===== src/rtl/mem_responder.sv =====
// mem_responder: memory-side responder for a strobe-based memory interface.
// Holds a 2^ADDR_WIDTH x DATA_WIDTH array. Each 0->1 transition of
// mem_clock seen in IDLE starts one transaction. The responder waits
// WAIT_STATES cycles, performs one read or write, then raises mem_ready
// and holds it until mem_clock is sampled low.
//
// Optional feature (macro MEM_RESP_WRITE_PROTECT_EN): writes whose latched
// address is >= PROTECT_BASE are discarded, from_mem returns the stored
// word, and mem_err is raised together with mem_ready.
//
// Ports:
//   clock      in   system clock, rising-edge active
//   reset_n    in   asynchronous active-low reset
//   address    in   transaction address          [ADDR_WIDTH]
//   to_mem     in   write data                   [DATA_WIDTH]
//   mem_clock  in   request strobe (rising edge starts a transaction)
//   mem_write  in   1 = write, 0 = read
//   from_mem   out  read data or write echo      [DATA_WIDTH]
//   mem_ready  out  transaction complete
//   mem_err    out  protected-write flag (0 unless the feature is enabled)
module mem_responder #(
    parameter int                    ADDR_WIDTH   = 8,
    parameter int                    DATA_WIDTH   = 8,
    parameter int                    WAIT_STATES  = 0,
    parameter logic [ADDR_WIDTH-1:0] PROTECT_BASE = 8'hF0
) (
    input  logic                  clock,
    input  logic                  reset_n,
    input  logic [ADDR_WIDTH-1:0] address,
    input  logic [DATA_WIDTH-1:0] to_mem,
    input  logic                  mem_clock,
    input  logic                  mem_write,
    output logic [DATA_WIDTH-1:0] from_mem,
    output logic                  mem_ready,
    output logic                  mem_err
);

    localparam int DEPTH = 1 << ADDR_WIDTH;

    typedef enum logic [1:0] {
        S_IDLE,
        S_WAIT,
        S_ACCESS,
        S_DONE
    } state_t;

    state_t                state_q,     state_d;
    logic [3:0]            cnt_q,       cnt_d;
    logic [ADDR_WIDTH-1:0] addr_q,      addr_d;
    logic [DATA_WIDTH-1:0] data_q,      data_d;
    logic                  write_q,     write_d;
    logic [DATA_WIDTH-1:0] from_mem_q,  from_mem_d;
    logic                  ready_q,     ready_d;
    logic                  err_q,       err_d;
    logic                  mem_clock_q;

    logic                  req;
    logic                  mem_we;
    logic                  prot_hit;

    logic [DATA_WIDTH-1:0] mem [DEPTH];

`ifdef MEM_RESP_WRITE_PROTECT_EN
    assign prot_hit = write_q && (addr_q >= PROTECT_BASE);
`else
    logic unused_protect;
    assign unused_protect = ^PROTECT_BASE;
    assign prot_hit       = 1'b0;
`endif

    // A request is the first cycle mem_clock is seen high after being low.
    assign req = mem_clock & ~mem_clock_q;

    always_comb begin
        // NOTE: every signal gets a default before the case so no path
        // leaves one unassigned, which would otherwise infer a latch.
        state_d    = state_q;
        cnt_d      = cnt_q;
        addr_d     = addr_q;
        data_d     = data_q;
        write_d    = write_q;
        from_mem_d = from_mem_q;
        ready_d    = ready_q;
        err_d      = err_q;
        mem_we     = 1'b0;

        unique case (state_q)
            S_IDLE: begin
                if (req) begin
                    addr_d  = address;
                    data_d  = to_mem;
                    write_d = mem_write;
                    cnt_d   = 4'(WAIT_STATES);
                    state_d = (WAIT_STATES > 0) ? S_WAIT : S_ACCESS;
                end
            end
            S_WAIT: begin
                cnt_d = cnt_q - 4'd1;
                if (cnt_q <= 4'd1) begin
                    state_d = S_ACCESS;
                end
            end
            S_ACCESS: begin
                if (write_q && !prot_hit) begin
                    mem_we     = 1'b1;
                    from_mem_d = data_q;
                end else begin
                    // Reads, and discarded protected writes, return the stored word.
                    from_mem_d = mem[addr_q];
                end
                err_d   = prot_hit;
                ready_d = 1'b1;
                state_d = S_DONE;
            end
            S_DONE: begin
                if (!mem_clock) begin
                    ready_d = 1'b0;
                    err_d   = 1'b0;
                    state_d = S_IDLE;
                end
            end
            default: state_d = S_IDLE;
        endcase
    end

    // NOTE: sequential state uses non-blocking assignments so every flop
    // samples the pre-edge values, independent of statement order.
    always_ff @(posedge clock or negedge reset_n) begin
        if (!reset_n) begin
            state_q     <= S_IDLE;
            cnt_q       <= '0;
            addr_q      <= '0;
            data_q      <= '0;
            write_q     <= 1'b0;
            from_mem_q  <= '0;
            ready_q     <= 1'b0;
            err_q       <= 1'b0;
            mem_clock_q <= 1'b0;
        end else begin
            state_q     <= state_d;
            cnt_q       <= cnt_d;
            addr_q      <= addr_d;
            data_q      <= data_d;
            write_q     <= write_d;
            from_mem_q  <= from_mem_d;
            ready_q     <= ready_d;
            err_q       <= err_d;
            mem_clock_q <= mem_clock;
        end
    end

    // NOTE: the storage array has no reset so it maps onto plain RAM;
    // its contents survive reset_n. A write in flight is lost on reset
    // because mem_we is only high in ACCESS, which reset leaves.
    always_ff @(posedge clock) begin
        if (mem_we) begin
            mem[addr_q] <= data_q;
        end
    end

    assign from_mem  = from_mem_q;
    assign mem_ready = ready_q;
    assign mem_err   = err_q;

endmodule


===== config.mk =====
export PLATFORM = sky130hd
export DESIGN_NAME = mem_responder
export DESIGN_NICKNAME = d
export VERILOG_FILES = /design/src/rtl/mem_responder.sv
export SDC_FILE = /design/constraint.sdc
export NUM_CORES = 2
export LEC_CHECK = 0
export ABC_AREA = 1
export BUFFER_PORTS_ARGS = -buffer_cell sky130_fd_sc_hd__buf_2
export CELL_PAD_IN_SITES_DETAIL_PLACEMENT = 1
export CELL_PAD_IN_SITES_GLOBAL_PLACEMENT = 2
export CORE_MARGIN = 2
export CORE_UTILIZATION = 43
export CTS_CLUSTER_DIAMETER = 120
export DETAILED_ROUTE_END_ITERATION = 8
export PLACE_DENSITY = 0.85
export SETUP_SLACK_MARGIN = 0.4
export SLEW_MARGIN = 10
export SYNTH_ARGS = -nofsm -noshare
export SYNTH_HDL_FRONTEND = slang
export SYNTH_SLANG_ARGS = --single-unit
export TNS_END_PERCENT = 30

===== constraint.sdc =====
create_clock -name clock -period 5.45 [get_ports clock]
set_input_delay 0.545 -clock clock [delete_from_list [all_inputs] [get_ports clock]]
set_output_delay 0.545 -clock clock [all_outputs]
set_load 0.03 [all_outputs]

==> out/metrics.cfg <==
[outcome]
status = finished, final reports clean

[place]
port_buffers = 28
pre_cts_ws_ns = 1.59
place_congestion = 0.836
place_hpwl_mm = 145

[clock_network]
cts_resized = 0
cts.clk_slew.worst_paths_ns = 0.06
cts_tree = yes
cts_sinks = 2081
cts_buffers = 212
htreeDepth = 4
ctsLongestPathBuffers = 3
worstSkewPairLatency_ns = 0.87
cts_root_buf = clkbuf_16

[die]
start_util_pct = 43.4
dieArea_um2 = 201000
die_h_um = 448
rows = 162
ios = 30
core_um2 = 195000
die_x_um = 448

[sta]
skew_ns = 0.0429
final_hold_viol_count = 0
period_share_pct = 71.6
rsz0062_at_grt = false
relSlewSlack_pct = 16.3
fin_crit_ns = 3.90
max_freq_mhz = 256
setup_tns_ns = 0
max_slew.worst_pin.slew_ns = 1.25
fin_ws_ns = 1.55
drv_slew = 0
setup_viol = 0

[route]
firstDrtPassIters = 6
drtIter0Drc = 5059
final_antenna_net_count = 0
viasPerCell = 5.40
wl_mm = 261
vias = 56700
wire_per_inst_um = 24.8
drc = 0

[cells_and_area]
layout_common_cells = nand2_1, edfxtp_1, nor2_1
multi_input_area_um2 = 20600
final_common_cell = nand2_1
fill_cells = 20700
seq_area_um2 = 62400
drive_above_1_share_pct = 5.73
fin_util_pct = 48.3
nets = 7726
area_delta_synth_final_pct = 11.4

[synthesis]
syn_area_um2 = 84700
synth_area_leader_cell = edfxtp_1
yosysWarnings = 0
syn_inst = 7767
ys_ff_latch = 2081
netlist.area_leader.share_pct = 72.6
syn-num-nets = 7789
postSynthAreaPerCell_um2 = 10.9
synth_area_leaders = edfxtp_1, nand2_1, nor2_1, dfrtp_1, clkbuf_1
ys_seq_area_share_pct = 73.5
ys_types = 29

[worst_setup_path]
critical_path.startpoint_type = register
crit_path_end_kind = register
crit_path_max_fanout = 16
arrival_ns = 4.38
critical_path_required_ns = 5.92
criticalPathCategory = register to register
reg2reg_from = state_q[1]
crit_start = state_q[1]

[grt]
grt_pass1_wl_mm = 387
grt_pass1_vias = 59900
overflow = 0
grt_max_degree = 211
grt_usage_pct = 26.0
antenna_found_initial = 5

[worst_hold_path]
hold_start = address[0]
worstHoldPathType = primary input to register

[job]
cap_violations = 0

[power_and_ir_drop]
peakVddDrop_v = 0.000878
p_leak_nw = 35.8
cellPowerDensity_nw_per_um2 = 567

## final timing paths
kind / end / slack (ns) / cells after the start
worst max-delay path: mem[73][4] / 1.55 / 7
worst min-delay path: addr_q[0] / 0.05 / 3
worst max register to register: mem[73][4] / 1.55 / 7
worst min register to register: cnt_q[3] / 0.49 / 1
max in group asynchronous: addr_q[0] / 4.31 / 2
min in group asynchronous: data_q[3] / 0.38 / 2
## routing by layer
layer  vias up  global-route usage (%)  share of wire (%)
li1      25700                       -                  -
met1     29000                    34.7                 42
met2      1581                    43.5                 49
met3       429                    4.00                5.6
met4         0                    8.96                3.3
met5         -                       0                  0
## layout make-up
cell class                 instances  share of cell area (%)
clock buffer                     265                    5.85
inverter                          48                   0.217
tap                             2624                    3.48
multi-input combinational       5239                    21.8
sequential                      2081                    66.1
clock inverter                   127                    1.29
antenna                            2                 0.00530
timing repair buffer             122                    1.27
## state kept, by name, summed over array words and instances, names as in the netlist
| register | count |
|---|---|
| mem | 2048 |
| addr_q | 8 |
| data_q | 8 |
| from_mem | 8 |
| cnt_q | 4 |
| state_q | 2 |
| mem_clock_q | 1 |
| mem_ready | 1 |
| write_q | 1 |
## cell usage after synthesis
| master | instances |
|---|---|
| a21oi_1 | 83 |
| o21bai_1 | 7 |
| mux2i_1 | 1 |
| nor2_2 | 2 |
| o22ai_1 | 1 |
| clkinv_1 | 4 |
| ha_1 | 2 |
| buf_1 | 23 |
| buf_2 | 152 |
| a311oi_1 | 1 |
| edfxtp_1 | 2048 |
| o31a_1 | 1 |
| nor3_1 | 4 |
| inv_2 | 2 |
| a22oi_1 | 16 |
| mux2_2 | 8 |
| nor2_1 | 562 |
| buf_6 | 3 |
| nand2_1 | 4205 |
| buf_4 | 3 |
| nand4_1 | 100 |
| o21ai_0 | 105 |
| a31oi_1 | 1 |
| clkbuf_1 | 218 |
| conb_1 | 1 |
| dfrtp_1 | 33 |
| inv_1 | 42 |
| o21ai_1 | 2 |
| nand3_1 | 137 |
## power breakdown
group          switching [mW]  internal [mW]
clock                    6.31           8.08
combinational            14.6           3.84
sequential              0.536           20.2
## logic make-up after synthesis
kind of cell | count (synthesis) | synth area share, %
and+or+nand+nor | 5010 | 22.7
DFF | 2081 | 73.5
buffers and inverters | 447 | 2.24
AOI/OAI and AO/OA | 217 | 1.36
muxes | 9 | 0.118
adders and majority gates | 2 | 0.0295
other | 1 | 0.00442
## repair_timing
item / in CTS / in global routing
hold buffers: 13 / 0
buffers inserted: 0 / 0
endpoints found under the hold margin: 48 / 0
## per-stage QoR
| stage | cells | power [mW] | hold slack [ns] | instance area, um2 |
|---|---|---|---|---|
| global route | 10500 | 55.9 | 0.0364 | 94400 |
| finish | 10500 | 53.5 | 0.0499 | 94400 |
| global placement | 10100 | 38.9 | 0.470 | 87500 |
| CTS | 10500 | 53.6 | 0.0113 | 94400 |
| floorplan | 7767 | 31.7 | 0.249 | 84700 |
| detailed placement | 10100 | 39.3 | 0.483 | 87500 |
## critical path, stage by stage (launching register included)
cell and delay (ns):
dfrtp_1 0.42, inv_1 0.10, nor2_1 0.48, inv_1 0.15
nor2_2 0.27, buf_4 0.33, nand2_2 0.77, nor2_1 0.95
Note: power is estimated with default switching activity, not from simulation.
